File: src/rtl/fcpu_pkg.sv
// fcpu_pkg: shared core widths, opcode encodings and the MMU request payload
package fcpu_pkg;
  localparam int RSV_ID_W = 4;
  localparam int INSTR_W = 8;
  localparam int DATA_W = 32;
  typedef enum logic [INSTR_W-1:0] {
    I_NOP    = 8'h00,
    I_LOAD   = 8'h01,
    I_STORE  = 8'h02,
    I_INPUT  = 8'h03,
    I_OUTPUT = 8'h04
  } opcode_e;
  typedef struct packed {
    logic [RSV_ID_W-1:0] rsv_id;
    logic [INSTR_W-1:0]  opcode;
    logic [DATA_W-1:0]   address;
    logic [DATA_W-1:0]   data;
  } mmu_req_t;
endpackage

File: src/rtl/mmu_request_arbiter_rr_pick.sv
// rr_pick: combinational round-robin picker searching upward from last+1 with wrap
module rr_pick #(
  parameter int N_REQ = 4,
  parameter int IDX_W = $clog2(N_REQ)
) (
  input  logic [N_REQ-1:0] req_vec,
  input  logic [IDX_W-1:0] last,
  output logic [N_REQ-1:0] grant,
  output logic [IDX_W-1:0] idx
);
  logic w_found;
  always_comb begin
    grant = '0;
    idx = '0;
    w_found = 1'b0;
    for (int k = 1; k <= N_REQ; k++)
      if (!w_found && req_vec[(int'(last) + k) % N_REQ]) begin
        grant[(int'(last) + k) % N_REQ] = 1'b1;
        idx = IDX_W'((int'(last) + k) % N_REQ);
        w_found = 1'b1;
      end
  end
endmodule

File: src/rtl/mmu_request_arbiter.sv
// mmu_request_arbiter: round-robin arbiter feeding one registered request slot to the MMU
module mmu_request_arbiter
  import fcpu_pkg::*;
#(
  parameter int N_REQ = 4,
  parameter int IDX_W = $clog2(N_REQ),
  parameter int CNT_W = 16
) (
  input  logic                               clk,
  input  logic                               nrst,
  input  logic [N_REQ-1:0]                   req_valid,
  input  logic [N_REQ-1:0][RSV_ID_W-1:0]     req_rsv_id,
  input  logic [N_REQ-1:0][INSTR_W-1:0]      req_opcode,
  input  logic [N_REQ-1:0][DATA_W-1:0]       req_address,
  input  logic [N_REQ-1:0][DATA_W-1:0]       req_data,
  output logic [N_REQ-1:0]                   req_ready,
  output logic                               mmu_valid,
  output logic [RSV_ID_W-1:0]                mmu_rsv_id,
  output logic [INSTR_W-1:0]                 mmu_opcode,
  output logic [DATA_W-1:0]                  mmu_address,
  output logic [DATA_W-1:0]                  mmu_data,
  input  logic                               mmu_ready,
  output logic [IDX_W-1:0]                   grant_idx,
  output logic [CNT_W-1:0]                   grant_cnt
);
  localparam logic [0:0] ARB_EMPTY = 1'b0;
  localparam logic [0:0] ARB_FULL = 1'b1;
  logic [0:0]       r_state;
  mmu_req_t         r_req;
  logic [IDX_W-1:0] r_last;
  logic [IDX_W-1:0] r_grant_idx;
  logic [CNT_W-1:0] r_cnt;
  logic [N_REQ-1:0] w_grant;
  logic [IDX_W-1:0] w_idx;
  logic             w_slot_free;
  logic             w_take;
  rr_pick #(.N_REQ(N_REQ), .IDX_W(IDX_W)) u_pick (
    .req_vec(req_valid),
    .last(r_last),
    .grant(w_grant),
    .idx(w_idx)
  );
  // No grant while in reset: the slot cannot load, so an accept would be lost.
  assign w_slot_free = (r_state == ARB_EMPTY) || mmu_ready;
  assign req_ready = (!nrst && w_slot_free) ? w_grant : '0;
  assign w_take = !nrst && w_slot_free && |req_valid;
  always_ff @(posedge clk) begin
    if (nrst) begin
      r_state <= ARB_EMPTY;
      r_req <= '0;
      r_last <= IDX_W'(N_REQ - 1);
      r_grant_idx <= '0;
      r_cnt <= '0;
    end else if (w_take) begin
      r_state <= ARB_FULL;
      r_req <= '{rsv_id: req_rsv_id[w_idx], opcode: req_opcode[w_idx],
                 address: req_address[w_idx], data: req_data[w_idx]};
      r_last <= w_idx;
      r_grant_idx <= w_idx;
      r_cnt <= r_cnt + CNT_W'(!(&r_cnt));
    end else if (mmu_ready) begin
      r_state <= ARB_EMPTY;
    end
  end
  assign mmu_valid = (r_state == ARB_FULL);
  assign mmu_rsv_id = r_req.rsv_id;
  assign mmu_opcode = r_req.opcode;
  assign mmu_address = r_req.address;
  assign mmu_data = r_req.data;
  assign grant_idx = r_grant_idx;
  assign grant_cnt = r_cnt;
endmodule

File: config.mk
export PLATFORM = sky130hd
export DESIGN_NAME = mmu_request_arbiter
export DESIGN_NICKNAME = d
export VERILOG_FILES = /design/src/rtl/fcpu_pkg.sv /design/src/rtl/mmu_request_arbiter_rr_pick.sv /design/src/rtl/mmu_request_arbiter.sv
export SDC_FILE = /design/constraint.sdc
export NUM_CORES = 1
export LEC_CHECK = 0
export CAP_MARGIN = 5
export CORE_AREA = 2 2 160 162
export DETAILED_ROUTE_END_ITERATION = 10
export DIE_AREA = 0 0 162 164
export PLACE_DENSITY_LB_ADDON = 0.08
export SYNTH_ARGS = -nofsm -noshare
export SYNTH_HDL_FRONTEND = slang
export SYNTH_SLANG_ARGS = --single-unit
File: constraint.sdc
create_clock -name clk -period 4.4 [get_ports clk]
set_input_delay 0.88 -clock clk [delete_from_list [all_inputs] [get_ports clk]]
set_output_delay 0.88 -clock clk [all_outputs]
set_load 0.02 [all_outputs]
* Word level (Yosys, flattened, before mapping)
Index checks and enable logic that the tools add are counted.
** Storage, ports and cells
- Bits in registers :: 97
- Bits of input ports :: 311
- Output and inout port bits :: 99
** Cells by class
- Add/subtract/negate cells :: 5
- $lt $le $gt $ge :: 9
- Muxes and demuxes :: 42
- Bitwise operators :: 8
- Reduce and logical (&&, ||, !) cells :: 22
** Operators by type and width (number)
- $bmux W32 S2 :: 2
- $mux W32 :: 2
- $mux W4 :: 6
- $mux W1 :: 17
- $add A16 B1 Y16 :: 1
- $bmux W8 S2 :: 1
- $lt A3 B4 Y1 const B :: 4
- $reduce_and A16 Y1 :: 1
- $ge A3 B1 Y1 const B :: 4
- $or A4 B4 Y4 :: 3
- $logic_and A1 B1 Y1 :: 9
- $bmux W1 S2 :: 4
- $bmux W4 S2 :: 1
- $demux W1 S2 :: 4
- $mux W2 :: 4
- $mux W8 :: 1
- $reduce_or A2 Y1 :: 4
- $logic_not A1 Y1 :: 5
- $add A2 B1 Y2 const B :: 2
- $add A2 B2 Y2 const B :: 2
- $and A1 B1 Y1 const A :: 4
- $reduce_or A4 Y1 :: 1
- $lt A2 B3 Y1 const B :: 1
- $reduce_bool A2 Y1 :: 1
- other kinds (2) :: 2

* Longest topological paths before layout
Gate-level depths: netlist of the first run.
- Depth after elaboration :: 18
- Depth in mapped cells :: 14

* Cells and area by module
From an unflattened synthesis of the first run, not the netlist that was laid out.
** Unflattened totals
- Cell total of the unflattened synthesis :: 603
- Area total of the unflattened synthesis :: 5926.9 µm²
** Modules (own cells, without submodules)
- mmu_request_arbiter :: times used 1, cells an instance 544, area an instance 5432.7 µm²
- rr_pick :: times used 1, cells an instance 59, area an instance 494.2 µm²

* Worst setup path after synthesis of the first run
Ideal clock, no wire load.
- Kind :: input-to-output
- Start :: in req_valid[3]
- End :: out req_ready[0]
- Data arrival time :: 2.407 ns
- Required time :: 3.520 ns
- Slack :: 1.113 ns
- Cell stages on the path :: 8
- Path buffers :: 2
- Path through :: clkbuf_1 mux4_1 nor2b_4 buf_6 a22oi_1 nor2_1 a221oi_1 nor2_1
** Between the ends
- Longest elaborated chain between the ends :: 14
- Elaborated cells on any way between the ends :: 29
- Classes of those cells :: mux: 20; bitwise: 3; reduce/logical: 6
** Ends and longest elaborated chain
- from (decl) :: line mmu_request_arbiter.sv:11 : input logic [N_REQ-1:0] req_valid,
- $bmux W1 S2 :: line mmu_request_arbiter_rr_pick.sv:17 : if (!w_found && req_vec[(int'(last) + k) % N_REQ]) begin
- $mux W1 (not written as such) (2 in series) :: line mmu_request_arbiter_rr_pick.sv:17
- $mux W1 :: line mmu_request_arbiter_rr_pick.sv:17
- $logic_not A1 Y1 :: line mmu_request_arbiter_rr_pick.sv:17
- $logic_and A1 B1 Y1 :: line mmu_request_arbiter_rr_pick.sv:17
- $mux W1 :: line mmu_request_arbiter_rr_pick.sv:17
- $logic_not A1 Y1 :: line mmu_request_arbiter_rr_pick.sv:17
- $logic_and A1 B1 Y1 :: line mmu_request_arbiter_rr_pick.sv:17
- $mux W1 :: line mmu_request_arbiter_rr_pick.sv:17
- $logic_not A1 Y1 :: line mmu_request_arbiter_rr_pick.sv:17
- $logic_and A1 B1 Y1 :: line mmu_request_arbiter_rr_pick.sv:17
- $mux W4 (*) :: line mmu_request_arbiter_rr_pick.sv:17
- $mux W4 (*) :: line mmu_request_arbiter.sv:45 : assign req_ready = (!nrst && w_slot_free) ? w_grant : '0;
- to (decl) :: line mmu_request_arbiter.sv:16 : output logic [N_REQ-1:0] req_ready,
Mark *: on every way between the ends. The rest lies on a longest branch, timed or not. The select of a mux whose other input is x is not followed.

* Final worst setup path of the first run
Same ends and word-level chain as after synthesis.

==> results of run 1 <==
## power breakdown
| part | internal [mW] | switching [mW] |
|---|---|---|
| sequential | 1.17 | 0.152 |
| combinational | 1.66 | 2.01 |
| clock | 0.416 | 0.357 |
| total | 3.24 | 2.52 |
## registers in the layout, indices dropped and copies added (netlist names)
name and count:
grant_cnt 16, mmu_address 32, mmu_rsv_id 4, r_last 2
mmu_data 32, grant_idx 2, mmu_opcode 8, mmu_valid 1
## routing by layer
layer | vias up | share of wire (%) | track usage [%]
met3 | 25 | 6.9 | 6.19
met2 | 248 | 50 | 38.6
met4 | 0 | 1.7 | 5.71
met1 | 3579 | 42 | 25.9
met5 | - | 0 | 0
li1 | 3754 | - | -
## worst min-delay path, cell delays in order (launching register included)
cell and delay [ns]:
dfxtp_1 0.31, nand2_1 0.05, a21oi_1 0.05
## path summary, 6_finish.rpt
kind	slack (ns)	endpoint	cells past startpoint	startpoint
worst max-delay path	0.23	req_ready[0]	8	req_valid[3]
worst min-delay path	0.46	grant_idx[1]	2	grant_idx[1]
worst max register to register	0.93	mmu_address[13]	11	r_last[0]
worst min register to register	0.46	grant_idx[1]	2	grant_idx[1]
## layout make-up
cell class / count / area share, %
clock buffers: 12 / 2.17
multi-input cells: 584 / 40.6
diodes: 2 / 0.0423
repair buffers: 431 / 37.0
well taps: 330 / 3.49
flip-flops and latches: 97 / 16.4
clock inverters: 4 / 0.232
inverters: 4 / 0.127
## cell usage in the layout, fill, tap and decap left out, types with 3 or more instances in the layout
cell and count:
a211oi_1 87, a211oi_2 66, a221oi_1 6, a22oi_1 4, and3_1 161, and4_1 4
buf_12 10, buf_4 12, clkbuf_16 9, clkdlybuf4s50_1 408, dfxtp_1 97, ha_1 10
inv_1 4, nand2_1 11, nand2b_1 3, nand3b_1 76, nand4_1 4, nor2_1 27
o21ai_0 4, o31ai_1 25, o31ai_2 52, xnor2_1 6, xor2_1 9
## per-stage QoR
step / utilization, % / instance area, µm² / power (mW) / std cells / hold WS [ns]
6_report: 47.7 / 11800 / 5.76 / 1464 / 0.461
5_1_grt: 47.7 / 11800 / 6.12 / 1464 / 0.480
4_1_cts: 47.7 / 11800 / 5.85 / 1462 / 0.462
3_5_place_dp: 46.6 / 11600 / 5.05 / 1446 / 0.452
3_3_place_gp: 46.6 / 11600 / 5.03 / 1446 / 0.445
2_1_floorplan: - / 7300 / 3.63 / 785 / 0.535
## cell families (layout without fill, tap and decap cells)
kind of cell               after synthesis  after routing  synth area share [%]
and+or+nand+nor                        296            296                  25.6
AOI/OAI and AO/OA                      257            257                  34.7
buffers and inverters                  104            451                  8.06
DFF                                     97             97                  26.6
xor gates and xnor gates                15             15                  1.80
adders and majority gates               10             10                  1.71
muxes                                    6              6                  1.42
other                                    0              2                     0
==> results by group, run 1 <==
Status
  • Outcome: finished clean

Logic synthesis
  • Yosys top cell by area: dfxtp_1
  • Cell with the most instances after synthesis: and3_1
  • Synth top area share: 26.6%
  • Async S/R FF share, synth: 0%
  • Top cells by area, synth: dfxtp_1 27%, and3_1 14%, a211oi_2 11%
  • Synthesized instance count: between 700 and 800
  • Synth Flop Type: dfxtp_1
  • Synthesized flop and latch total: 97
  • Synth cell types: 47
  • Commonest cells post-synth: 161 x and3_1, 97 x dfxtp_1, 87 x a211oi_1, 76 x nand3b_1, 66 x a211oi_2
  • Syn_nets: ~1,100
  • Syn_area_per_cell: 9.29 µm²
  • Post-synth EDFFs: 0
  • Post-synthesis sequential area ratio: 26.6%
  • Post-Syn Area: 7300 µm²
  • Syn. warnings: 0

Floorplanning
  • Initial core utilization: 29.4%
  • Die height: 164 µm
  • DIE WIDTH: around 160 µm
  • Std-Cell Core Area: 24,800 µm²
  • Num rows: 58
  • Full die area: 26,600 µm²
  • Ports: 410

Power and ir drop
  • Total power density per cell area: 487 nW/µm²
  • IR drop worst, VDD: roughly 350 µV
  • Lkg Pwr: 4.47 nW

Clock tree
  • CTS Buffer Depth: 2
  • Worst skew pair latency: 0.35 ns
  • TritonCTS Buffers: 9
  • Root buf cell: clkbuf_16
  • CTS tree: built
  • Clk sinks: 97
  • Hold_buf cts: 0
  • Reg clk slew, reported paths: 0.07 ns
  • Setup Buffers After CTS: 0
  • Post-cts sizing count: 0
  • Htree depth: 3

Flow run
  • Max Cap Viol: 0

Cells and area
  • Nets: ~1,400
  • Fill count: roughly 2,500
  • P&R area growth vs syn: 62.4%
  • Layout cells sized above 1: 14.8%
  • Multi-input gate area: 4810 µm²
  • Register area: 1940 µm²

Critical path
  • Cell Chain, Critical Path: clkdlybuf4s50_1 -> mux4_1 -> nor2b_4 -> a22oi_1 -> nor2_1 -> a221oi_1 -> nor2_1 -> clkdlybuf4s50_1
  • Crit Path Class: in2out
  • Delay-heaviest family, CP: buffers and inverters
  • Slowest CP cell: mux4_1
  • Crit. End Element: primary output
  • Max FO, Critical Path: 9
  • CP Data Required Time: 3.52 ns
  • Worst setup SP type: input pin
  • WP data arrival: 3.29 ns
  • CP Buf/Inv Count: 2
  • CP max stage delay: 0.70 ns

Place
  • Post-DP HPWL: 21,800 µm
  • Routability congestion estimate: 0.841
  • Pre-CTS setup slack: ~0.25 ns
  • I/O Buffers: a little over 400

Min path
  • HP Class: reg2reg

STA
  • Setup ws final: 0.225 ns
  • Tmin final: 4.17 ns
  • Final setup vio count: 0
  • Period utilization: 94.9%
  • Worst Skew: 0.00689 ns
  • Final hold vios: 0
  • Unrepaired setup endpoints after global routing: false
  • Rel. slew slack: 53.4%
  • Slew @ Worst Pin: 0.693 ns
  • Final TNS setup: 0 ns
  • Slew Viols, Final: 0
  • Fmax: around 240 MHz

Drt
  • Final antenna-violating net count: 0
  • Drt pass-1 iters: 4
  • Detailed Route WL: between 30,000 and 40,000 µm
  • Iter 0 DRT Violations: 336
  • DRC viols: 0
  • Vias: 7,606
  • Routed vias/inst: 5.20
  • Per-cell routed wire length: approximately 21 µm

GRT
  • Vias in the first global route: ~7,500
  • First-pass GRT wire length: 45,000 µm
  • GRT Total Usage: 21.8%
  • Largest net degree at the start of global routing: about 150
  • Initial antenna violation count: 3
  • Total gr overflow: 0
Power figures use the tool's default switching activity.
==> run 2: changes to the inputs <==
CTS_CLUSTER_DIAMETER = 150   (was unset)
==> results of run 2 <==
Final layout, timing and power as in run 1 (identical DEF).
